File: src/rtl/modem_line_event_monitor_if.sv
// Event drain channel of the modem line monitor: one timestamped line-change
// record per transfer, moved from producer (master) to consumer (slave).
interface modem_line_event_monitor_if #(
  parameter int NUM_LINES = 6,
  parameter int TS_WIDTH  = 16
);
  // valid/ready: a record moves on every clock edge where evt_valid_o and
  // evt_ready_i are both 1. While evt_valid_o=1 and evt_ready_i=0 the payload
  // holds still; valid never drops without a transfer, and ready is a don't-care
  // while valid=0. The payload reads 0 whenever valid=0.
  logic                 evt_valid_o;
  logic                 evt_ready_i;
  logic [NUM_LINES-1:0] evt_bits_o;
  logic [NUM_LINES-1:0] evt_delta_o;
  logic [TS_WIDTH-1:0]  evt_ts_o;

  modport master (
    output evt_valid_o,
    output evt_bits_o,
    output evt_delta_o,
    output evt_ts_o,
    input  evt_ready_i
  );

  modport slave (
    input  evt_valid_o,
    input  evt_bits_o,
    input  evt_delta_o,
    input  evt_ts_o,
    output evt_ready_i
  );
endinterface

File: src/rtl/modem_line_event_monitor.sv
// Modem/handshake line monitor: synchronise and deglitch N async lines, queue a
// timestamped event per filtered change, and keep sticky delta/overflow status.
module modem_line_event_monitor #(
  parameter int NUM_LINES     = 6,
  parameter int SYNC_STAGES   = 2,
  parameter int FILTER_CYCLES = 4,
  parameter int FIFO_DEPTH    = 8,
  parameter int TS_WIDTH      = 16,
  parameter int DROP_WIDTH    = 8
) (
  input  logic                          wb_clk_i,
  input  logic                          wb_rst_i,
  input  logic [NUM_LINES-1:0]          modem_i,
  input  logic                          enable_i,
  input  logic                          clr_i,
  modem_line_event_monitor_if.master    evt,
  output logic [NUM_LINES-1:0]          status_o,
  output logic [NUM_LINES-1:0]          delta_o,
  output logic                          overflow_o,
  output logic [DROP_WIDTH-1:0]         drop_count_o,
  output logic [$clog2(FIFO_DEPTH):0]   fifo_level_o
);

  localparam int CW = $clog2(FILTER_CYCLES + 1);
  localparam int PW = $clog2(FIFO_DEPTH);
  localparam int LW = PW + 1;
  localparam int EW = 2 * NUM_LINES + TS_WIDTH;

  localparam logic [CW-1:0]         C_LAST = CW'(FILTER_CYCLES - 1);
  localparam logic [LW-1:0]         L_FULL = LW'(FIFO_DEPTH);
  localparam logic [DROP_WIDTH-1:0] D_MAX  = '1;

  logic [NUM_LINES-1:0]  r_sync [SYNC_STAGES];
  logic [CW-1:0]         r_cnt  [NUM_LINES];
  logic [NUM_LINES-1:0]  r_filt;
  logic [TS_WIDTH-1:0]   r_ts;
  logic [NUM_LINES-1:0]  r_delta;
  logic                  r_ovf;
  logic [DROP_WIDTH-1:0] r_drop;
  logic [EW-1:0]         r_mem  [FIFO_DEPTH];
  logic [PW-1:0]         r_wr_ptr;
  logic [PW-1:0]         r_rd_ptr;
  logic [LW-1:0]         r_level;

  logic [NUM_LINES-1:0]  w_synced;
  logic [NUM_LINES-1:0]  w_filt_nxt;
  logic [CW-1:0]         w_cnt_nxt [NUM_LINES];
  logic [NUM_LINES-1:0]  w_change;
  logic [TS_WIDTH-1:0]   w_ts_evt;
  logic                  w_push;
  logic                  w_pop;
  logic                  w_full;
  logic                  w_not_empty;
  logic                  w_wr;
  logic                  w_drop;
  logic [EW-1:0]         w_head;

  // ---------------------------------------------------------------- sync chain
  always_ff @(posedge wb_clk_i) begin
    if (wb_rst_i) begin
      for (int s = 0; s < SYNC_STAGES; s++) r_sync[s] <= '0;
    end else begin
      r_sync[0] <= modem_i;
      for (int s = 1; s < SYNC_STAGES; s++) r_sync[s] <= r_sync[s-1];
    end
  end

  assign w_synced = r_sync[SYNC_STAGES-1];

  // A line is accepted on the FILTER_CYCLES-th consecutive cycle it disagrees
  // with the filtered level, so the count stops one short and the flip replaces it.
  always_comb begin
    w_filt_nxt = r_filt;
    for (int i = 0; i < NUM_LINES; i++) begin
      w_cnt_nxt[i] = '0;
      if (w_synced[i] != r_filt[i]) begin
        if (r_cnt[i] == C_LAST) w_filt_nxt[i] = w_synced[i];
        else                    w_cnt_nxt[i]  = r_cnt[i] + CW'(1);
      end
    end
  end

  always_ff @(posedge wb_clk_i) begin
    if (wb_rst_i) begin
      r_filt <= '0;
      for (int i = 0; i < NUM_LINES; i++) r_cnt[i] <= '0;
    end else begin
      r_filt <= w_filt_nxt;
      for (int i = 0; i < NUM_LINES; i++) r_cnt[i] <= w_cnt_nxt[i];
    end
  end

  // ------------------------------------------------------------ event creation
  // The stamp is the counter value of the cycle in which the new status shows.
  assign w_change    = w_filt_nxt ^ r_filt;
  assign w_ts_evt    = r_ts + TS_WIDTH'(1);
  assign w_push      = (|w_change) & enable_i;
  assign w_not_empty = (r_level != '0);
  assign w_full      = (r_level == L_FULL);
  assign w_pop       = w_not_empty & evt.evt_ready_i;
  assign w_wr        = w_push & (~w_full | w_pop);
  assign w_drop      = w_push & w_full & ~w_pop;

  always_ff @(posedge wb_clk_i) begin
    if (wb_rst_i) r_ts <= '0;
    else          r_ts <= r_ts + TS_WIDTH'(1);
  end

  // ---------------------------------------------------------------- event FIFO
  always_ff @(posedge wb_clk_i) begin
    if (w_wr) r_mem[r_wr_ptr] <= {w_filt_nxt, w_change, w_ts_evt};
  end

  always_ff @(posedge wb_clk_i) begin
    if (wb_rst_i) begin
      r_wr_ptr <= '0;
      r_rd_ptr <= '0;
      r_level  <= '0;
    end else begin
      if (w_wr)  r_wr_ptr <= r_wr_ptr + PW'(1);
      if (w_pop) r_rd_ptr <= r_rd_ptr + PW'(1);
      case ({w_wr, w_pop})
        2'b10:   r_level <= r_level + LW'(1);
        2'b01:   r_level <= r_level - LW'(1);
        default: r_level <= r_level;
      endcase
    end
  end

  // ------------------------------------------------------------- sticky status
  // Clear first, then set, so a change or drop landing with clr_i survives it.
  always_ff @(posedge wb_clk_i) begin
    if (wb_rst_i) begin
      r_delta <= '0;
      r_ovf   <= 1'b0;
      r_drop  <= '0;
    end else begin
      r_delta <= (clr_i ? '0 : r_delta) | (enable_i ? w_change : '0);
      if (clr_i) begin
        r_ovf  <= w_drop;
        r_drop <= w_drop ? DROP_WIDTH'(1) : '0;
      end else if (w_drop) begin
        r_ovf <= 1'b1;
        if (r_drop != D_MAX) r_drop <= r_drop + DROP_WIDTH'(1);
      end
    end
  end

  // ------------------------------------------------------------------- outputs
  assign w_head = r_mem[r_rd_ptr];

  assign evt.evt_valid_o = w_not_empty;
  assign evt.evt_bits_o  = w_not_empty ? w_head[EW-1 -: NUM_LINES]           : '0;
  assign evt.evt_delta_o = w_not_empty ? w_head[TS_WIDTH +: NUM_LINES]       : '0;
  assign evt.evt_ts_o    = w_not_empty ? w_head[TS_WIDTH-1:0]                : '0;

  assign status_o     = r_filt;
  assign delta_o      = r_delta;
  assign overflow_o   = r_ovf;
  assign drop_count_o = r_drop;
  assign fifo_level_o = r_level;

endmodule

File: src/flat_wrapper.sv
// flat-port wrapper written by rule: the top's interface ports become plain ports
module modem_line_event_monitor_flat 
#(
  parameter int NUM_LINES     = 6,
  parameter int SYNC_STAGES   = 2,
  parameter int FILTER_CYCLES = 4,
  parameter int FIFO_DEPTH    = 8,
  parameter int TS_WIDTH      = 16,
  parameter int DROP_WIDTH    = 8
)
  (wb_clk_i, wb_rst_i, modem_i, enable_i, clr_i, status_o, delta_o, overflow_o, drop_count_o, fifo_level_o, evt_evt_valid_o, evt_evt_bits_o, evt_evt_delta_o, evt_evt_ts_o, evt_evt_ready_i);
  modem_line_event_monitor_if #(.NUM_LINES(NUM_LINES), .TS_WIDTH(TS_WIDTH)) evt_i ();
  input  logic wb_clk_i;
  input  logic wb_rst_i;
  input  logic [NUM_LINES-1:0] modem_i;
  input  logic enable_i;
  input  logic clr_i;
  output logic [NUM_LINES-1:0] status_o;
  output logic [NUM_LINES-1:0] delta_o;
  output logic overflow_o;
  output logic [DROP_WIDTH-1:0] drop_count_o;
  output logic [$clog2(FIFO_DEPTH):0] fifo_level_o;
  output wire logic [$bits(evt_i.evt_valid_o)-1:0] evt_evt_valid_o;
  output wire logic [$bits(evt_i.evt_bits_o)-1:0] evt_evt_bits_o;
  output wire logic [$bits(evt_i.evt_delta_o)-1:0] evt_evt_delta_o;
  output wire logic [$bits(evt_i.evt_ts_o)-1:0] evt_evt_ts_o;
  input wire logic [$bits(evt_i.evt_ready_i)-1:0] evt_evt_ready_i;
  assign evt_evt_valid_o = evt_i.evt_valid_o;
  assign evt_evt_bits_o = evt_i.evt_bits_o;
  assign evt_evt_delta_o = evt_i.evt_delta_o;
  assign evt_evt_ts_o = evt_i.evt_ts_o;
  assign evt_i.evt_ready_i = evt_evt_ready_i;
  modem_line_event_monitor #(.NUM_LINES(NUM_LINES), .SYNC_STAGES(SYNC_STAGES), .FILTER_CYCLES(FILTER_CYCLES), .FIFO_DEPTH(FIFO_DEPTH), .TS_WIDTH(TS_WIDTH), .DROP_WIDTH(DROP_WIDTH)) u_core (.wb_clk_i(wb_clk_i), .wb_rst_i(wb_rst_i), .modem_i(modem_i), .enable_i(enable_i), .clr_i(clr_i), .evt(evt_i), .status_o(status_o), .delta_o(delta_o), .overflow_o(overflow_o), .drop_count_o(drop_count_o), .fifo_level_o(fifo_level_o));
endmodule
File: config.mk
export PLATFORM = sky130hd
export DESIGN_NAME = modem_line_event_monitor_flat
export DESIGN_NICKNAME = d
export VERILOG_FILES = /design/src/rtl/modem_line_event_monitor_if.sv /design/src/rtl/modem_line_event_monitor.sv /design/src/flat_wrapper.sv
export SDC_FILE = /design/constraint.sdc
export NUM_CORES = 1
export LEC_CHECK = 0
export BUFFER_PORTS_ARGS = -buffer_cell sky130_fd_sc_hd__buf_4
export CAP_MARGIN = 40
export CORE_MARGIN = 2
export CORE_UTILIZATION = 60
export DETAILED_ROUTE_END_ITERATION = 10
export MAX_ROUTING_LAYER = met4
export PLACE_DENSITY = 0.79
export SLEW_MARGIN = 30
export SYNTH_ARGS = -nofsm -noshare
export SYNTH_HDL_FRONTEND = slang
export SYNTH_SLANG_ARGS = --single-unit
File: constraint.sdc
create_clock -name wb_clk_i -period 5.53 [get_ports wb_clk_i]
set_input_delay 0.553 -clock wb_clk_i [delete_from_list [all_inputs] [get_ports wb_clk_i]]
set_output_delay 0.553 -clock wb_clk_i [all_outputs]
set_load 0.01 [all_outputs]
==> results of run 1 <==
-- final timing paths --
check | end | slack [ns] | depth (start not counted)
setup / recovery | evt_evt_delta_o[5] | 2.12 | 5
hold / removal | u_core.r_sync[0][3] | 0.23 | 2
setup reg to reg | u_core.fifo_level_o[2] | 2.53 | 11
hold reg to reg | u_core.r_cnt[1][0] | 0.42 | 1
-- critical path: stages, from the launching register on --
cell and delay (ns):
dfxtp_4 0.84, buf_4 0.49, mux4_2 0.55, mux2i_1 0.20, nor2_1 0.06, buf_4 0.16
-- sequential cells by signal (all words and copies together) (netlist names), named ones only --
| register | flops |
|---|---|
| u_core.overflow_o | 1 |
| u_core.r_rd_ptr | 3 |
| u_core.r_mem | 224 |
| u_core.status_o | 6 |
| u_core.drop_count_o | 8 |
| u_core.r_cnt | 18 |
| u_core.r_sync | 12 |
| u_core.delta_o | 6 |
| u_core.r_ts | 16 |
| u_core.r_wr_ptr | 3 |
| u_core.fifo_level_o | 4 |
-- per-layer routing --
metal / track usage [%] / up-vias
met5: - / -
met4: 5.621 / 0
met3: 3.060 / 27
met2: 37.67 / 175
met1: 31.55 / 3238
li1: - / 2866
-- cell usage in the layout, fill, tap and decap left out, types with 10 or more instances in the layout --
master	count
and3_1	12
buf_4	77
clkbuf_16	31
dfxtp_1	77
edfxtp_1	224
ha_1	19
inv_1	18
mux2i_1	31
mux4_2	56
nand2_1	28
nand3_1	10
nor2_1	64
nor2b_1	33
xor2_1	16
-- final cells by class --
| cell class | count | area share [%] |
|---|---|---|
| flip-flops and latches | 304 | 60.83 |
| multi-input cells | 362 | 24.76 |
| clock buffers | 35 | 5.916 |
| repair buffers | 77 | 4.218 |
| well taps | 265 | 2.419 |
| clock inverters | 17 | 1.360 |
| inverters | 18 | 0.4930 |
-- stage by stage --
| stage | hold slack (ns) | cell area, um2 | std cells | utilization [%] |
|---|---|---|---|---|
| floorplan | 0.3974 | 11870 | 714 | - |
| global placement | 0.4031 | 12700 | 1025 | 65.24 |
| detailed placement | 0.4126 | 12710 | 1026 | 65.29 |
| CTS | 0.2060 | 13700 | 1078 | 70.41 |
| global route | 0.2234 | 13700 | 1078 | 70.41 |
| finish | 0.2277 | 13700 | 1078 | 70.41 |
-- power groups by stage --
| stage | logic, mW | registers [mW] | clock network [mW] |
|---|---|---|---|
| after floorplan | 0.0233 | 2.48 | 0 |
| after CTS | 0.0379 | 2.43 | 2.05 |
| after global placement | 0.0347 | 2.48 | 0 |
| after detailed placement | 0.0374 | 2.48 | 0 |
| after global routing | 0.0424 | 2.43 | 2.14 |
| final | 0.0378 | 2.43 | 2.03 |
-- cell families (layout without fill, tap and decap cells) --
group / Yosys count / count (layout) / share of synthesized area, %
xor gates and xnor gates: 27 / 27 / 2.182
and+or+nand+nor: 189 / 189 / 8.137
AOI/OAI and AO/OA: 33 / 33 / 1.939
buffers and inverters: 48 / 147 / 1.686
adders and majority gates: 19 / 19 / 2.003
DFF: 304 / 304 / 70.15
muxes: 94 / 94 / 13.90
==> metrics.md, run 1 <==
| Metric | Value |
|---|---|
| CTS Buffer Depth | 3 |
| Area contributors post-synth | edfxtp_1 57%, dfxtp_1 13%, mux4_2 11%, mux2i_1 2.6%, nor2_1 2.1% |
| Drt pass-1 iters | 5 |
| Count of clock tree sinks | 304 |
| Core Region | 19460 um2 |
| Worst-Margin Slew | 0.8290 ns |
| Final Setup Violations | 0 |
| PortBufs | 64 |
| Met2 WL | 11520 um |
| Number of max-cap violations | 0 |
| Vias per inst | 5.850 |
| Crit-path max FO | 37 |
| Critical Path AT | 2.86 ns |
| Clk slew on worst S/H paths | 0.06 ns |
| Yosys top cell area share | 56.66% |
| Iter 0 DRT Violations | 432 |
| Worst-skew pair later-pin latency | 0.54 ns |
| Net Switching | 0.8321 mW |
| Yosys reg bits | 304 |
| Post-layout net count | 821 |
| Power Total | 4.498 mW |
| Hpwl dp | 12710 um |
| Final setup TNS | 0 ns |
| Post-Syn Area per Cell | 16.63 um2 |
| Ys async rst share | 0% |
| RSZ-0062 raised after global routing | false |
| Vias in the first global route | 6478 |
| Syn nets | 744 |
| I/O Pins | 65 |
| Period utilization | 61.64% |
| Main flop type after synthesis | edfxtp_1 |
| Die height | 144.7 um |
| CTS Root Cell | clkbuf_16 |
| Area leader, netlist | edfxtp_1 |
| Sw Share | 18.50% |
| Most frequent cell after synthesis | edfxtp_1 |
| Die W | 144.7 um |
| Pre-CTS setup slack | 2.313 ns |
| Final Hold Vio Count | 0 |
| Comb power frac | 0.8% |
| Max Fclk | 293.4 MHz |
| EDFF count, synth | 224 |
| Hold Path Class | input pin to flip-flop |
| Total die area | 20930 um2 |
| Vias | 6306 |
| Initial antenna violation count | 0 |
| Register area | 8337 um2 |
| Crit path capture type | output port |
| Clock buffers created by TritonCTS | 28 |
| Post_cts resized | 0 |
| Flop pwr share | 54.1% |
| ANT nets after route | 0 |
| Wl on met1 | 9609 um |
| R2r startpoint | u_core.r_cnt[0][0] |
| Area of the multi-input gates | 3393 um2 |
| Starting Density | 61.00% |
| Clock skew | 0.01768 ns |
| Top cells by count, synth | 224 x edfxtp_1, 80 x dfxtp_1, 65 x nor2_1, 56 x mux4_2, 33 x nor2b_1 |
| H-tree Lvls | 1 |
| Clk pwr share | 45.1% |
| Worst setup margin | 2.121 ns |
| Row cnt | 51 |
| Setup bufs post-CTS | 0 |
| First-pass GRT wire length | 35350 um |
| Hold path start | modem_i[3] |
| Outcome | complete, no violations |
| TritonCTS clock tree | yes |
| Synthesized area | 11870 um2 |
| Max IR drop VDD | 0.2333 mV |
| Critical Path RT | 4.98 ns |
| Share of layout cells above drive strength 1 | 25.83% |
| Synth Warn # | 0 |
| Leak Pwr | 4.814 nW |
| Min Tclk post-route | 3.409 ns |
| Total GRT Usage | 23.05% |
| Slew Limit Fails | 0 |
| Wire length per cell | 20.89 um |
| Register area share after synthesis | 70.15% |
| Setup CP Type | flip-flop to output port |
| Post-Synthesis Cells | 714 |
| Number of distinct library cells after synthesis | 47 |
| Final Routed Wirelength | 22520 um |
| Slew margin rel. | 44.73% |
| GR Overflow Total | 0 |
| GP Congestion | 0.8507 |
| Area Growth Syn to Fin | 15.44% |
| Ant. Diodes | 0 |
| Largest net degree at the start of global routing | 61 |
| Power Dens Cells | 328.2 nW/um2 |
| Hold buffers post-CTS | 0 |
| Fill cell count | 1214 |
| Internal | 3.666 mW |
| # DRC | 0 |
| Setup crit start kind | flip-flop |
| Top layer in use | met4 |
| Metal3 WL | 1057 um |
Power figures use the tool's default switching activity.
==> inputs of run 2 (changes only) <==
Clock period 5.53 ns to 3.39 ns, I/O delays scaled along.
==> run 2 against run 1 <==
Largest power group unchanged. Clock skew decreased by 0.0059 ns. Final area increased by 0.33%. Total power increased by 58%. Count of clock-buffer cells in the layout increased by 10. Critical endpoint is now u_core.fifo_level_o[2].
==> metrics.md, run 2 (synthesis gave the netlist of run 1 again) <==
| Metric | Value |
|---|---|
| Setup crit start kind | flip-flop |
| Vias per inst | 5.811 |
| RSZ-0062 raised after global routing | false |
| Final Routed Wirelength | 22560 um |
| Clock buffers created by TritonCTS | 29 |
| Hold buffers post-CTS | 0 |
| Final hold slack | 0.02149 ns |
| Hold path cells | 2 |
| First-pass GRT wire length | 35290 um |
| Crit path capture type | flip-flop |
| Die W | 144.7 um |
| R2r startpoint | u_core.r_cnt[1][0] |
| CP dominant cell by count | ha_1 |
| Setup CP Type | flip-flop to flip-flop |
| CTS Root Cell | clkbuf_16 |
| Ant. Diodes | 0 |
| Drt pass-1 iters | 5 |
| Crit-path cells | ha_1 -> ha_1 -> a22oi_2 -> a311o_1 -> buf_4 -> ha_1 -> xor2_1 -> ha_1 -> a21oi_1 -> xor2_1 -> or3_1 -> a21oi_1 |
| Crit-path max FO | 9 |
| Worst-Margin Slew | 0.7850 ns |
| Max incr delay on CP | 0.37 ns |
| CP max-delay cell | a311o_1 |
| Total GRT Usage | 23.02% |
| Total die area | 20930 um2 |
| Number of max-cap violations | 0 |
| Leak Pwr | 4.916 nW |
| Die height | 144.7 um |
| Wire length per cell | 20.75 um |
| PortBufs | 64 |
| Iter 0 DRT Violations | 543 |
| Period utilization | 83.94% |
| Vias | 6317 |
| Max IR drop VDD | 0.4021 mV |
| Post-layout net count | 829 |
| Max Fclk | 351.4 MHz |
| # DRC | 0 |
| Leading cell type in the layout, fill and taps excluded | edfxtp_1 |
| Outcome | complete, no violations |
| I/O Pins | 65 |
| Initial antenna violation count | 0 |
| R2R setup slack | 0.54 ns |
| Largest net degree at the start of global routing | 61 |
| Clock skew | 0.01175 ns |
| Share of layout cells above drive strength 1 | 26.03% |
| Clk slew on worst S/H paths | 0.06 ns |
| FF-to-FF path depth | 12 |
| Worst-skew pair later-pin latency | 0.54 ns |
| Min Tclk post-route | 2.846 ns |
| Max FFs per register | 224 |
| Count of clock tree sinks | 304 |
| Starting Density | 61.00% |
| TritonCTS clock tree | yes |
| CTS Buffer Depth | 3 |
| Critical Path RT | 3.86 ns |
| Power Dens Cells | 516.1 nW/um2 |
| Row cnt | 51 |
| Hold path start | modem_i[2] |
| Final Setup Violations | 0 |
| Most flop-heavy register | u_core.r_mem |
| Power Total | 7.097 mW |
| Setup bufs post-CTS | 0 |
| Slew Limit Fails | 0 |
| Fill cell count | 1206 |
| GP Congestion | 0.8816 |
| GR Overflow Total | 0 |
| Slew margin rel. | 47.50% |
| H-tree Lvls | 1 |
| Reg2reg end | u_core.fifo_level_o[2] |
| Critical Path AT | 3.31 ns |
| Area Growth Syn to Fin | 15.82% |
| Post_cts resized | 0 |
| Core Region | 19460 um2 |
| Final Hold Vio Count | 0 |
| Hpwl dp | 13910 um |
| Vias in the first global route | 6540 |
| Regs by FF count | u_core.r_mem x224, u_core.r_cnt x18, u_core.r_ts x16 |
| Highest-count cells in the layout ignoring fill and taps | 224 x edfxtp_1, 82 x buf_4, 77 x dfxtp_1 |
| ANT nets after route | 0 |
| Final setup TNS | 0 ns |
| Hold Path End | u_core.r_sync[0][2] |
| Hold Path Class | input pin to flip-flop |
[run 2: changes by cell type in the layout (fill, tap and decap cells not counted), sizes merged]
cell,previous run,this run
bufinv,4,0
clkinvlp,1,2
clkinv,11,5
clkbuf,35,45
buf,77,84
inv,19,20
[run 2: critical path: cells and delay by family (launching register included)]
family	cells	cell delay [ns]
adders and majority gates	4	0.86
AOI/OAI and AO/OA	4	0.79
DFF	1	0.35
and+or+nand+nor	1	0.31
xor gates and xnor gates	2	0.27
buffers and inverters	1	0.20
[run 2: area by class of cell]
cell class	count	area [um2]	area share (%)
Tap cell	265	331.6	2.412
Timing Repair Buffer	84	655.6	4.768
Multi-Input combinational cell	362	3432	24.96
Clock buffer	45	868.3	6.315
Sequential cell	304	8337	60.63
Inverter	18	67.56	0.4914
Clock inverter	9	57.56	0.4186
[run 2: how the worst max path moves through the flow]
stage                     cells past startpoint                endpoint  slack [ns]          startpoint
after floorplan                               6      u_core.r_mem[2][0]        0.01  u_core.r_cnt[2][0]
after global routing                         12  u_core.fifo_level_o[2]        0.39  u_core.r_cnt[1][0]
after global placement                       12  u_core.fifo_level_o[2]        0.66  u_core.r_cnt[2][0]
after detailed placement                     12  u_core.fifo_level_o[2]        0.53  u_core.r_cnt[1][0]
final                                        12  u_core.fifo_level_o[2]        0.54  u_core.r_cnt[1][0]
after CTS                                    12  u_core.fifo_level_o[2]        0.52  u_core.r_cnt[1][0]
[run 2: power by group]
group	internal, mW	switching, mW	total (mW)
registers	3.96	0.00929	3.97
clock network	1.77	1.30	3.06
logic	0.0220	0.0409	0.0630
total	5.75	1.35	7.10
[run 2: stage by stage]
step	utilization [%]	std cells	worst slack (ns)	area, um2
after floorplan	-	714	0.01300	11900
after detailed placement	65.89	1033	0.5267	12820
final	70.65	1087	0.5443	13750
after CTS	70.65	1087	0.5211	13750
after global routing	70.65	1087	0.3938	13750
after global placement	65.84	1032	0.6633	12810
[run 2: layer usage]
layer	global-route usage, %	share of wire [%]	up-vias
met4	6.234	1.6	0
met3	3.455	6.1	31
met5	-	0	-
met1	30.88	42	3180
li1	-	-	2878
met2	37.67	50	228
